File: src/rtl/cell_result_serializer.sv
// rtl/cell_result_serializer.sv - snapshot a 73-bit cell-output vector and stream it as an 11-byte frame
//
// Ports:
//   clk, rst_n  - clock, asynchronous active-low reset
//   cells_in    - cell-library outputs (async to clk), bit n = cell n
//   cap_req     - capture request, level-sampled
//   byte_ready  - consumer ready for byte_out
//   byte_out    - current frame byte (0 when not streaming)
//   byte_valid  - byte_out valid (high throughout SHIFT)
//   byte_idx    - index 0..10 of the current byte
//   busy        - any state other than IDLE
//   done        - one-cycle pulse after byte 10 is accepted
//   overrun     - sticky: cap_req seen while busy, cleared on the next accepted capture
module cell_result_serializer #(
  parameter int unsigned SETTLE_CYC = 4
) (
  input  logic        clk,
  input  logic        rst_n,
  input  logic [72:0] cells_in,
  input  logic        cap_req,
  input  logic        byte_ready,
  output logic [7:0]  byte_out,
  output logic        byte_valid,
  output logic [3:0]  byte_idx,
  output logic        busy,
  output logic        done,
  output logic        overrun
);

  typedef enum logic [1:0] {IDLE, SETTLE, SHIFT, DONE} state_t;

  localparam logic [3:0] SETTLE_INIT = 4'(SETTLE_CYC);
  localparam bit         NO_SETTLE   = (SETTLE_CYC == 0);

  state_t      state;
  state_t      state_nxt;
  logic [72:0] sync_meta;
  logic [72:0] sync_q;
  logic [72:0] snapshot;
  logic [3:0]  settle_cnt;
  logic [3:0]  idx;
  logic [7:0]  checksum;
  logic [7:0]  cur_byte;
  logic        accept;
  logic        last_byte;
  logic        capture;

  // Two-flop synchronizer: the only place cells_in is sampled.
  always_ff @(posedge clk or negedge rst_n) begin
    if (!rst_n) begin
      sync_meta <= '0;
      sync_q    <= '0;
    end else begin
      sync_meta <= cells_in;
      sync_q    <= sync_meta;
    end
  end

  always_ff @(posedge clk or negedge rst_n) begin
    if (!rst_n) state <= IDLE;
    else        state <= state_nxt;
  end

  always_comb begin
    state_nxt = state;
    capture   = 1'b0;
    accept    = (state == SHIFT) && byte_ready;
    last_byte = accept && (idx == 4'd10);
    case (state)
      IDLE: begin
        if (cap_req) begin
          if (NO_SETTLE) begin
            state_nxt = SHIFT;
            capture   = 1'b1;
          end else begin
            state_nxt = SETTLE;
          end
        end
      end
      SETTLE: begin
        // Counter is loaded with SETTLE_CYC, so reaching 1 here means this
        // edge is SETTLE_CYC edges after the request was accepted.
        if (settle_cnt <= 4'd1) begin
          state_nxt = SHIFT;
          capture   = 1'b1;
        end
      end
      SHIFT:   if (last_byte) state_nxt = DONE;
      DONE:    state_nxt = IDLE;
      default: state_nxt = IDLE;
    endcase
  end

  always_ff @(posedge clk or negedge rst_n) begin
    if (!rst_n) begin
      settle_cnt <= '0;
      snapshot   <= '0;
      idx        <= '0;
      overrun    <= 1'b0;
    end else begin
      if (state == IDLE && cap_req && !NO_SETTLE) settle_cnt <= SETTLE_INIT;
      else if (state == SETTLE)                    settle_cnt <= settle_cnt - 4'd1;

      if (capture) snapshot <= sync_q;

      if (accept) idx <= last_byte ? 4'd0 : idx + 4'd1;

      if (cap_req) overrun <= (state != IDLE);
    end
  end

  // Checksum is a pure function of the snapshot, so ready stalls cannot perturb it.
  always_comb begin
    checksum = {7'b0, snapshot[72]};
    for (int k = 0; k < 9; k++) checksum = checksum ^ snapshot[8*k +: 8];
  end

  always_comb begin
    cur_byte = 8'h00;
    if (idx < 4'd9)       cur_byte = snapshot[{idx, 3'b000} +: 8];
    else if (idx == 4'd9) cur_byte = {7'b0, snapshot[72]};
    else                  cur_byte = checksum;
  end

  assign byte_valid = (state == SHIFT);
  assign byte_out   = byte_valid ? cur_byte : 8'h00;
  assign byte_idx   = idx;
  assign busy       = (state != IDLE);
  assign done       = (state == DONE);

endmodule
File: config.mk
export PLATFORM = sky130hd
export DESIGN_NAME = cell_result_serializer
export DESIGN_NICKNAME = d
export VERILOG_FILES = /design/src/rtl/cell_result_serializer.sv
export SDC_FILE = /design/constraint.sdc
export NUM_CORES = 1
export LEC_CHECK = 0
export CAP_MARGIN = 20
export CORE_UTILIZATION = 56
export CTS_CLUSTER_SIZE = 14
export DETAILED_ROUTE_END_ITERATION = 8
export HOLD_SLACK_MARGIN = 0.15
export PLACE_DENSITY = 0.8
export SLEW_MARGIN = 40
export SYNTH_ARGS = -nofsm -noshare
export SYNTH_HDL_FRONTEND = slang
export SYNTH_SLANG_ARGS = --single-unit
File: constraint.sdc
create_clock -name clk -period 2.4 [get_ports clk]
set_clock_uncertainty 0.2 [all_clocks]
set_input_delay 0.36 -clock clk [delete_from_list [all_inputs] [get_ports clk]]
set_output_delay 0.36 -clock clk [all_outputs]
set_load 0.05 [all_outputs]
# After elaboration in Yosys (flattened, before gate mapping)
# Cells that the tools add are included.
dict set report op_classes {
  add_sub_neg 2
  order_cmp 2
  n_eq_ne 8
  shift 1
  mux 12
  bitwise_logic 9
  reduce_logical 7
}
# op count
set ops {}
lappend ops {{variable part select 73 x 8 -> 8 bit} 1}
lappend ops {{bitwise XOR 8 bit} 8}
lappend ops {{two-way mux 8 bit} 3}
lappend ops {{two-way mux 4 bit} 3}
lappend ops {{== test 4 bit (second input constant)} 2}
lappend ops {{case mux 2 bit (4 select lines)} 1}
lappend ops {{bitwise XOR 1 x 8 -> 8 bit} 1}
lappend ops {{two-way mux 2 bit} 3}
lappend ops {{adder 4 x 1 -> 4 bit (second input constant)} 1}
lappend ops {{== test 2 bit (second input constant)} 2}
lappend ops {{less-or-equal comparator 4 x 1 -> 1 bit (second input constant)} 1}
lappend ops {{< comparator 4 bit (second input constant)} 1}
lappend ops {{!= test 2 bit (second input constant)} 2}
lappend ops {{nonzero test 2 bit} 2}
lappend ops {{subtractor 4 x 1 -> 4 bit (second input constant)} 1}
lappend ops {{logical AND 1 bit} 3}
lappend ops {{AND reduction 3 bit} 1}
lappend ops {{== test 2 x 1 -> 1 bit (second input constant)} 1}
lappend ops {{zero test 2 bit} 1}
lappend ops {{two-way mux 1 bit} 2}
lappend ops {{!= test 2 x 1 -> 1 bit (second input constant)} 1}
dict set report word_totals {
  reg_bits 230
  inputBits 77
  out_inout_bits 16
  elab_cells 48
}

# Depth between registers and ports, before layout
# Gate-level depths: netlist of run 1.
dict set report depth {
  ltp_word 12
  ltp_mapped 8
  mapped_depth_nobuf 7
}

# Worst setup path after synthesis of run 1
# No wires, ideal clock.
dict set report synth_path {
  kind {reg-to-output}
  from {register idx[0] (netlist: byte_idx[0])}
  to {output byte_out[5]}
  arrival_ns 2.587
  required_time_ns 1.840
  setup_slack_ns -0.747
  path_stages_with_launch 9
  path_buffers 2
  cell_sequence {dfrtp_1 buf_6 inv_1 ha_1 a21boi_2 buf_4 a22oi_1 a2bb2oi_1 a21oi_1}
}
dict set report synth_via {
  elab_chain_len 4
  word_cells_on_any_way 6
  classes_between {1 x order compare; 1 x eq/ne; 1 x shift; 3 x mux}
}
# element line
set synth_lines {}
lappend synth_lines {{start: declaration} 41} ;# logic [3:0] idx;
lappend synth_lines {{start signal: assignment} 106} ;# if (accept) idx <= last_byte ? 4'd0 : idx + 4'd1;
lappend synth_lines {{branches (longest 2 deep; another with variable part select 73 x 8 -> 8 bit)} --}
lappend synth_lines {{two-way mux 8 bit *} 120} ;# if (idx < 4'd9) cur_byte = snapshot[{idx, 3'b000} +: 8];
lappend synth_lines {{two-way mux 8 bit *} 126} ;# assign byte_out = byte_valid ? cur_byte : 8'h00;
lappend synth_lines {{end: declaration} 22} ;# output logic [7:0] byte_out,
# Mark *: on every way between the ends.

# Worst setup path after layout of run 1
dict set report layout_path {
  from {register idx[0] (netlist: byte_idx[0])}
  to {output byte_out[3]}
}
# Same word-level chain as after synthesis.

==> impl_metrics.tcl, run 1 <==
set metrics [dict create \
    use_met3_pct 3.89 \
    power.clock.fraction_pct 20.9 \
    dr.pass1.iters 6 \
    max_stage_delay_ns 0.37 \
    cap_violations 0 \
    cp_data_arrival_time_ns 2.19 \
    grt_pass1_vias 5629 \
    worstSetupPathType "register to output port" \
    total_power_w 0.0172 \
    p_sw_share_pct 36.5 \
    cts_tree "yes" \
    core_mm2 0.0146 \
    htreeDepth 1 \
    hold_class "register to register" \
    worst_slew_pin_slew_ns 0.602 \
    use_met1_pct 29.0 \
    via_per_inst 5.24 \
    final_max_slew_viol_count 0 \
    synth.distinct_cells 41 \
    setup_slack_ns -0.352 \
    vias 4958 \
    worstPathMaxFanout 8 \
    dieArea_mm2 0.0157 \
    status "finished, violations left" \
    crit_family "buffers and inverters" \
    crit_path_top_delay_cell "dfrtp_2" \
    setup_violations 8 \
    fin_crit_ns 2.75 \
    port_buffers 92 \
    nets 834 \
    grt_antenna_before_repair 0 \
    synth-seq-cells 230 \
    layout-drive-gt1-share_pct 27.3 \
    clkTransAtPathRegs_ns 0.06 \
    route.detailed.drc 12 \
    clock-sinks 230 \
    worstSetupEndpointType "output port" \
    insertedDiodeCount 0 \
    wl_per_cell_um 18.8 \
    path_cells "buf_12, inv_6, ha_4, nor4bb_4, buf_6, a2bb2oi_4, a21oi_4, buf_6" \
    p_per_area_mw_per_mm2 1450 \
    gr-usage-met2_pct 43.1 \
    grt_max_degree 76 \
    power_frac_comb_pct 46.6 \
    ys.flop_type "dfrtp_1" \
    ys_async_sr_fraction_pct 100 \
    peakVddDrop_v 0.00114 \
    synth_edf_count 0 \
    fillers 788 \
    p_sw_w 0.00629 \
    power.leakage_nw 5.01 \
    critPathMostFrequentCell "buf_6" \
    routed_wl_mm 17.8 \
    rows 44 \
    cts_buffers 23 \
    syn_nets 625 \
    gp_congestion 0.903 \
    initial_utilization_pct 58.0 \
    fmax_ghz 0.363 \
    report.final.hold_viol_count 0 \
    grt_usage_pct 23.8 \
    pwr-share-seq_pct 32.5 \
    gr-total-overflow 0 \
    fp.dieW_um 125 \
    yosys_warnings 0 \
    period_share_pct 115 \
    post-place-ws_ns 0.0244 \
    hpwl_mm 10.2 \
    fin_tns_setup_ns -2.65 \
    synthesis.area_mm2 0.00849 \
    antenna_left 0 \
    dp.cells 812 \
    avgSynthCellArea_um2 15.8 \
    power.internal_w 0.0109 \
    syn2layout_area_growth_pct 40.2 \
    cts_max_path_buffers 3 \
    slew_headroom_pct 59.9 \
    rsz0062_at_grt "yes" \
    die_h_um 125 \
    stdcell_count 946 \
    grt_pass1_wl_mm 28.8 \
    seq_area_frac_synth_pct 67.8 \
    insertion_delay_ns 0.52 \
    crit_path_start_kind "register" \
    io_pins 93 \
    required_ns 1.84 \
    netlist_instances 537 \
    path_buf_inv 4 \
    top_usage_layer "met2" \
    cts_root_buf "clkbuf_16" \
    violations "design-rule violations, negative setup slack" \
    drtIter0Drc 219 \
]
## flip-flops by register name, indices dropped and copies added, names as in the netlist
register and cells:
sync_q 73, state 2, sync_meta 73, byte_idx 4, snapshot 73, overrun 1, settle_cnt 4
## per-stage QoR
stage / hold WS (ns) / instance area [um2] / util, %
6_report: 0.149 / 11900 / 81.3
5_1_grt: 0.154 / 11900 / 81.3
4_1_cts: 0.150 / 11700 / 79.9
3_5_place_dp: 0.135 / 9830 / 67.1
3_3_place_gp: 0.132 / 9830 / 67.1
2_1_floorplan: -0.136 / 8640 / -
## layout by cell type, fill, tap and decap left out, types with 4 or more instances in the layout
master	instances
o22ai_1	6
mux2_1	32
o21ai_0	6
inv_1	6
xor2_1	8
xnor2_1	59
a2bb2oi_4	7
a21oi_4	7
mux2_2	65
a21oi_1	4
clkbuf_8	5
clkbuf_1	6
buf_4	17
buf_12	10
dfrtp_1	227
mux2_4	11
o22ai_2	8
nor2_1	6
clkdlybuf4s50_1	76
buf_6	12
nand2_1	5
clkbuf_16	24
ha_1	8
dlygate4sd3_1	81
a22oi_2	7
## cells by family after synthesis
family | after synthesis | share of synthesized area [%]
buf+inv | 29 | 2.15
simple gates | 34 | 2.18
mux | 110 | 14.9
fa+ha+maj | 11 | 1.62
xor+xnor | 67 | 6.91
compound gates | 56 | 4.44
flops | 230 | 67.8
## repair_timing
item                       4_1_cts  5_1_grt
setup buffers                    9        3
hold buffers                    81        0
hold endpoints to repair       310        0
cloned                           2        1
setup endpoints to repair       11        9
pin swaps                       16       13
gates resized for setup         41       36
## power groups by stage
stage / Combinational (W) / Sequential [W] / Clock [W]
after floorplan: 0.00536 / 0.00546 / 0
after global placement: 0.00663 / 0.00559 / 0
after CTS: 0.00753 / 0.00559 / 0.00364
after global routing: 0.00853 / 0.00570 / 0.00383
final: 0.00802 / 0.00560 / 0.00360
after detailed placement: 0.00680 / 0.00564 / 0
## final timing paths
| check | from | to | slack (ns) | cells past startpoint |
|---|---|---|---|---|
| worst max-delay path | byte_idx[0] | byte_out[3] | -0.35 | 8 |
| worst min-delay path | sync_meta[13] | sync_q[13] | 0.15 | 0 |
| worst max register to register | state[1] | snapshot[29] | 0.21 | 6 |
| worst min register to register | sync_meta[13] | sync_q[13] | 0.15 | 0 |
| max in group asynchronous | rst_n | snapshot[29] | 1.04 | 3 |
| min in group asynchronous | rst_n | overrun | 0.22 | 2 |
## synth_stat cells, types with 8 or more instances
cell / count / area share, %
buf_2: 8 / 0.47
nor2_1: 10 / 0.44
xor2_1: 8 / 0.83
buf_4: 8 / 0.71
a21oi_1: 11 / 0.65
mux2_2: 66 / 8.8
o22ai_1: 15 / 1.1
xnor2_1: 59 / 6.1
mux2_1: 35 / 4.6
inv_1: 8 / 0.35
dfrtp_1: 230 / 68
ha_1: 11 / 1.6
## final cells by class
cell class	count	area, um2	share of cell area [%]
timing repair buffer	205	2150	18.0
inverter	8	35.0	0.294
tap	184	230	1.93
multi-input combinational	278	2960	24.8
clock buffer	34	667	5.60
clock inverter	7	108	0.904
sequential	230	5760	48.4
## worst reg2reg max path: cells and delay by family (launching register included)
family / cells / cell delay [ns]
simple gates: 2 / 0.27
mux: 1 / 0.45
buf+inv: 2 / 0.46
fa+ha+maj: 1 / 0.29
flops: 1 / 0.41
## routing by layer
layer / share of wire (%) / up-vias
li1: - / 2262
met1: 39 / 2534
met2: 54 / 118
met3: 3.6 / 44
met4: 2.9 / 0
met5: 0 / -
Note: power is estimated with default switching activity, not from simulation.
==> inputs of run 2 (changes only) <==
--- a/config.mk
+++ b/config.mk
@@ -10,7 +10,7 @@
 export CTS_CLUSTER_SIZE = 14
 export DETAILED_ROUTE_END_ITERATION = 8
 export HOLD_SLACK_MARGIN = 0.15
-export PLACE_DENSITY = 0.8
+export PLACE_DENSITY = 0.79
 export SLEW_MARGIN = 40
 export SYNTH_ARGS = -nofsm -noshare
 export SYNTH_HDL_FRONTEND = slang
==> impl_metrics.tcl, run 2 (synthesis gave the netlist of run 1 again) <==
set metrics [dict create \
    status "finished, violations left" \
    violations "negative setup slack" \
    via_per_inst 5.30 \
    rows 44 \
    stdcell_count 938 \
    hold_class "register to register" \
    vias 4971 \
    fin_crit_ns 2.84 \
    worst_slew_pin_slew_ns 0.521 \
    final_max_slew_viol_count 0 \
    fillers 758 \
    period_share_pct 118 \
    post-route-util_pct 80.2 \
    gp_congestion 0.889 \
    worstSetupPathType "register to output port" \
    grt_usage_pct 23.3 \
    layout_commonest_cell "dfrtp_1" \
    r2r_slack_ns 0.21 \
    rsz0062_at_grt "yes" \
    crit_path_start_kind "register" \
    cap_violations 0 \
    worstPathMaxFanout 14 \
    final_cell_mix "dfrtp_1, clkdlybuf4s50_1, dlygate4sd3_1, mux2_2, xnor2_1" \
    wl_per_cell_um 18.5 \
    power.internal_w 0.0107 \
    port_buffers 92 \
    grt_pass1_vias 5635 \
    die_h_um 125 \
    power_frac_comb_pct 46.6 \
    fp.dieW_um 125 \
    hpwl_mm 9.86 \
    routed_wl_mm 17.4 \
    layout-drive-gt1-share_pct 26.8 \
    peakVddDrop_v 0.000948 \
    endpoint "byte_out[5]" \
    report.final.hold_viol_count 0 \
    power.leakage_nw 4.94 \
    dp.cells 810 \
    p_per_area_mw_per_mm2 1450 \
    htreeDepth 1 \
    cts_tree "yes" \
    core_mm2 0.0146 \
    dieArea_mm2 0.0157 \
    worst_r2r_endpoint "snapshot[22]" \
    post-place-ws_ns 0.0252 \
    insertion_delay_ns 0.51 \
    grt_pass1_wl_mm 28.3 \
    setup_violations 8 \
    required_ns 1.84 \
    grt_max_degree 74 \
    clock-sinks 230 \
    cts_max_path_buffers 3 \
    dr.pass1.iters 6 \
    route.detailed.drc 0 \
    nets 828 \
    p_sw_w 0.00627 \
    io_pins 93 \
    power.clock.fraction_pct 20.6 \
    rr_worst_depth 6 \
    insertedDiodeCount 0 \
    initial_utilization_pct 58.0 \
    cts_buffers 23 \
    clkTransAtPathRegs_ns 0.06 \
    gr-total-overflow 0 \
    grt_antenna_before_repair 0 \
    worstSetupEndpointType "output port" \
    top_regs "snapshot: 73 flops, sync_meta: 73 flops, sync_q: 73 flops" \
    cts_root_buf "clkbuf_16" \
    slew_headroom_pct 65.3 \
    drtIter0Drc 231 \
    r2r-start "state[1]" \
    pwr-share-seq_pct 32.8 \
    syn2layout_area_growth_pct 38.3 \
    fin_tns_setup_ns -3.15 \
    antenna_left 0 \
    cp_data_arrival_time_ns 2.28 \
    p_sw_share_pct 36.9 \
    fmax_ghz 0.352 \
    crit_start "byte_idx[0]" \
    setup_slack_ns -0.437 \
]
[run 2: cell types whose count changed in the layout (fill, tap and decap cells not counted), moves of 3 or more]
cell	previous run	this run
clkinvlp_4	0	3
dlygate4sd3_1	81	76
clkbuf_1	6	2
mux2_4	11	8
buf_4	17	22
[run 2: final cells by class]
| type | count | area (um2) | share of cell area [%] |
|---|---|---|---|
| inverter | 8 | 35.0 | 0.298 |
| multi-input combinational | 278 | 2900 | 24.7 |
| clock buffer | 28 | 624 | 5.32 |
| sequential | 230 | 5760 | 49.1 |
| clock inverter | 11 | 120 | 1.02 |
| tap | 184 | 230 | 1.96 |
| timing repair buffer | 199 | 2070 | 17.6 |
[run 2: power by group through the flow]
stage / sequential, W / clock (W) / combinational (W)
4_1_cts: 0.00555 / 0.00357 / 0.00760
3_3_place_gp: 0.00557 / 0 / 0.00656
3_5_place_dp: 0.00561 / 0 / 0.00673
6_report: 0.00558 / 0.00351 / 0.00793
5_1_grt: 0.00567 / 0.00375 / 0.00840
2_1_floorplan: 0.00546 / 0 / 0.00536
[run 2: worst max-delay path, stage by stage (launching register included)]
cell and delay [ns]:
dfrtp_2 0.45, buf_4 0.18, buf_16 0.16, mux2_1 0.34, o22ai_1 0.18, nor2_1 0.10
a2bb2oi_4 0.15, a21oi_4 0.05, buf_6 0.16
[run 2: through the flow]
step | hold WS [ns] | cell area, um2 | total power (W)
after CTS | 0.150 | 11600 | 0.0167
after detailed placement | 0.135 | 9810 | 0.0123
after global routing | 0.151 | 11700 | 0.0178
after global placement | 0.133 | 9810 | 0.0121
after floorplan | -0.136 | 8640 | 0.0108
final | 0.146 | 11700 | 0.0170
[run 2: timing repair]
item | CTS | global route
resized for setup | 36 | 17
cloned | 2 | 0
hold buffers | 76 | 0
setup buffers | 11 | 0
pin swaps | 7 | 6
endpoints found under the hold margin | 305 | 0
setup endpoints to repair | 10 | 8
[run 2: per-layer routing]
layer  up-vias  track usage [%]  part of all wire [%]
li1       2241                -                     -
met1      2526             26.6                    39
met2       150             43.1                    54
met3        54             3.72                   3.4
met4         0             10.7                   3.8
met5         -                0                     0
[run 2: how the worst min path moves through the flow]
stage                   from     endpoint  slack [ns]  depth (start not counted)
5_1_grt        sync_meta[57]   sync_q[57]        0.15                          0
4_1_cts        sync_meta[69]   sync_q[69]        0.15                          0
3_3_place_gp   sync_meta[20]   sync_q[20]        0.13                          0
2_1_floorplan          rst_n  byte_idx[0]       -0.14                          0
3_5_place_dp   sync_meta[33]   sync_q[33]        0.13                          0
6_report       sync_meta[57]   sync_q[57]        0.15                          0
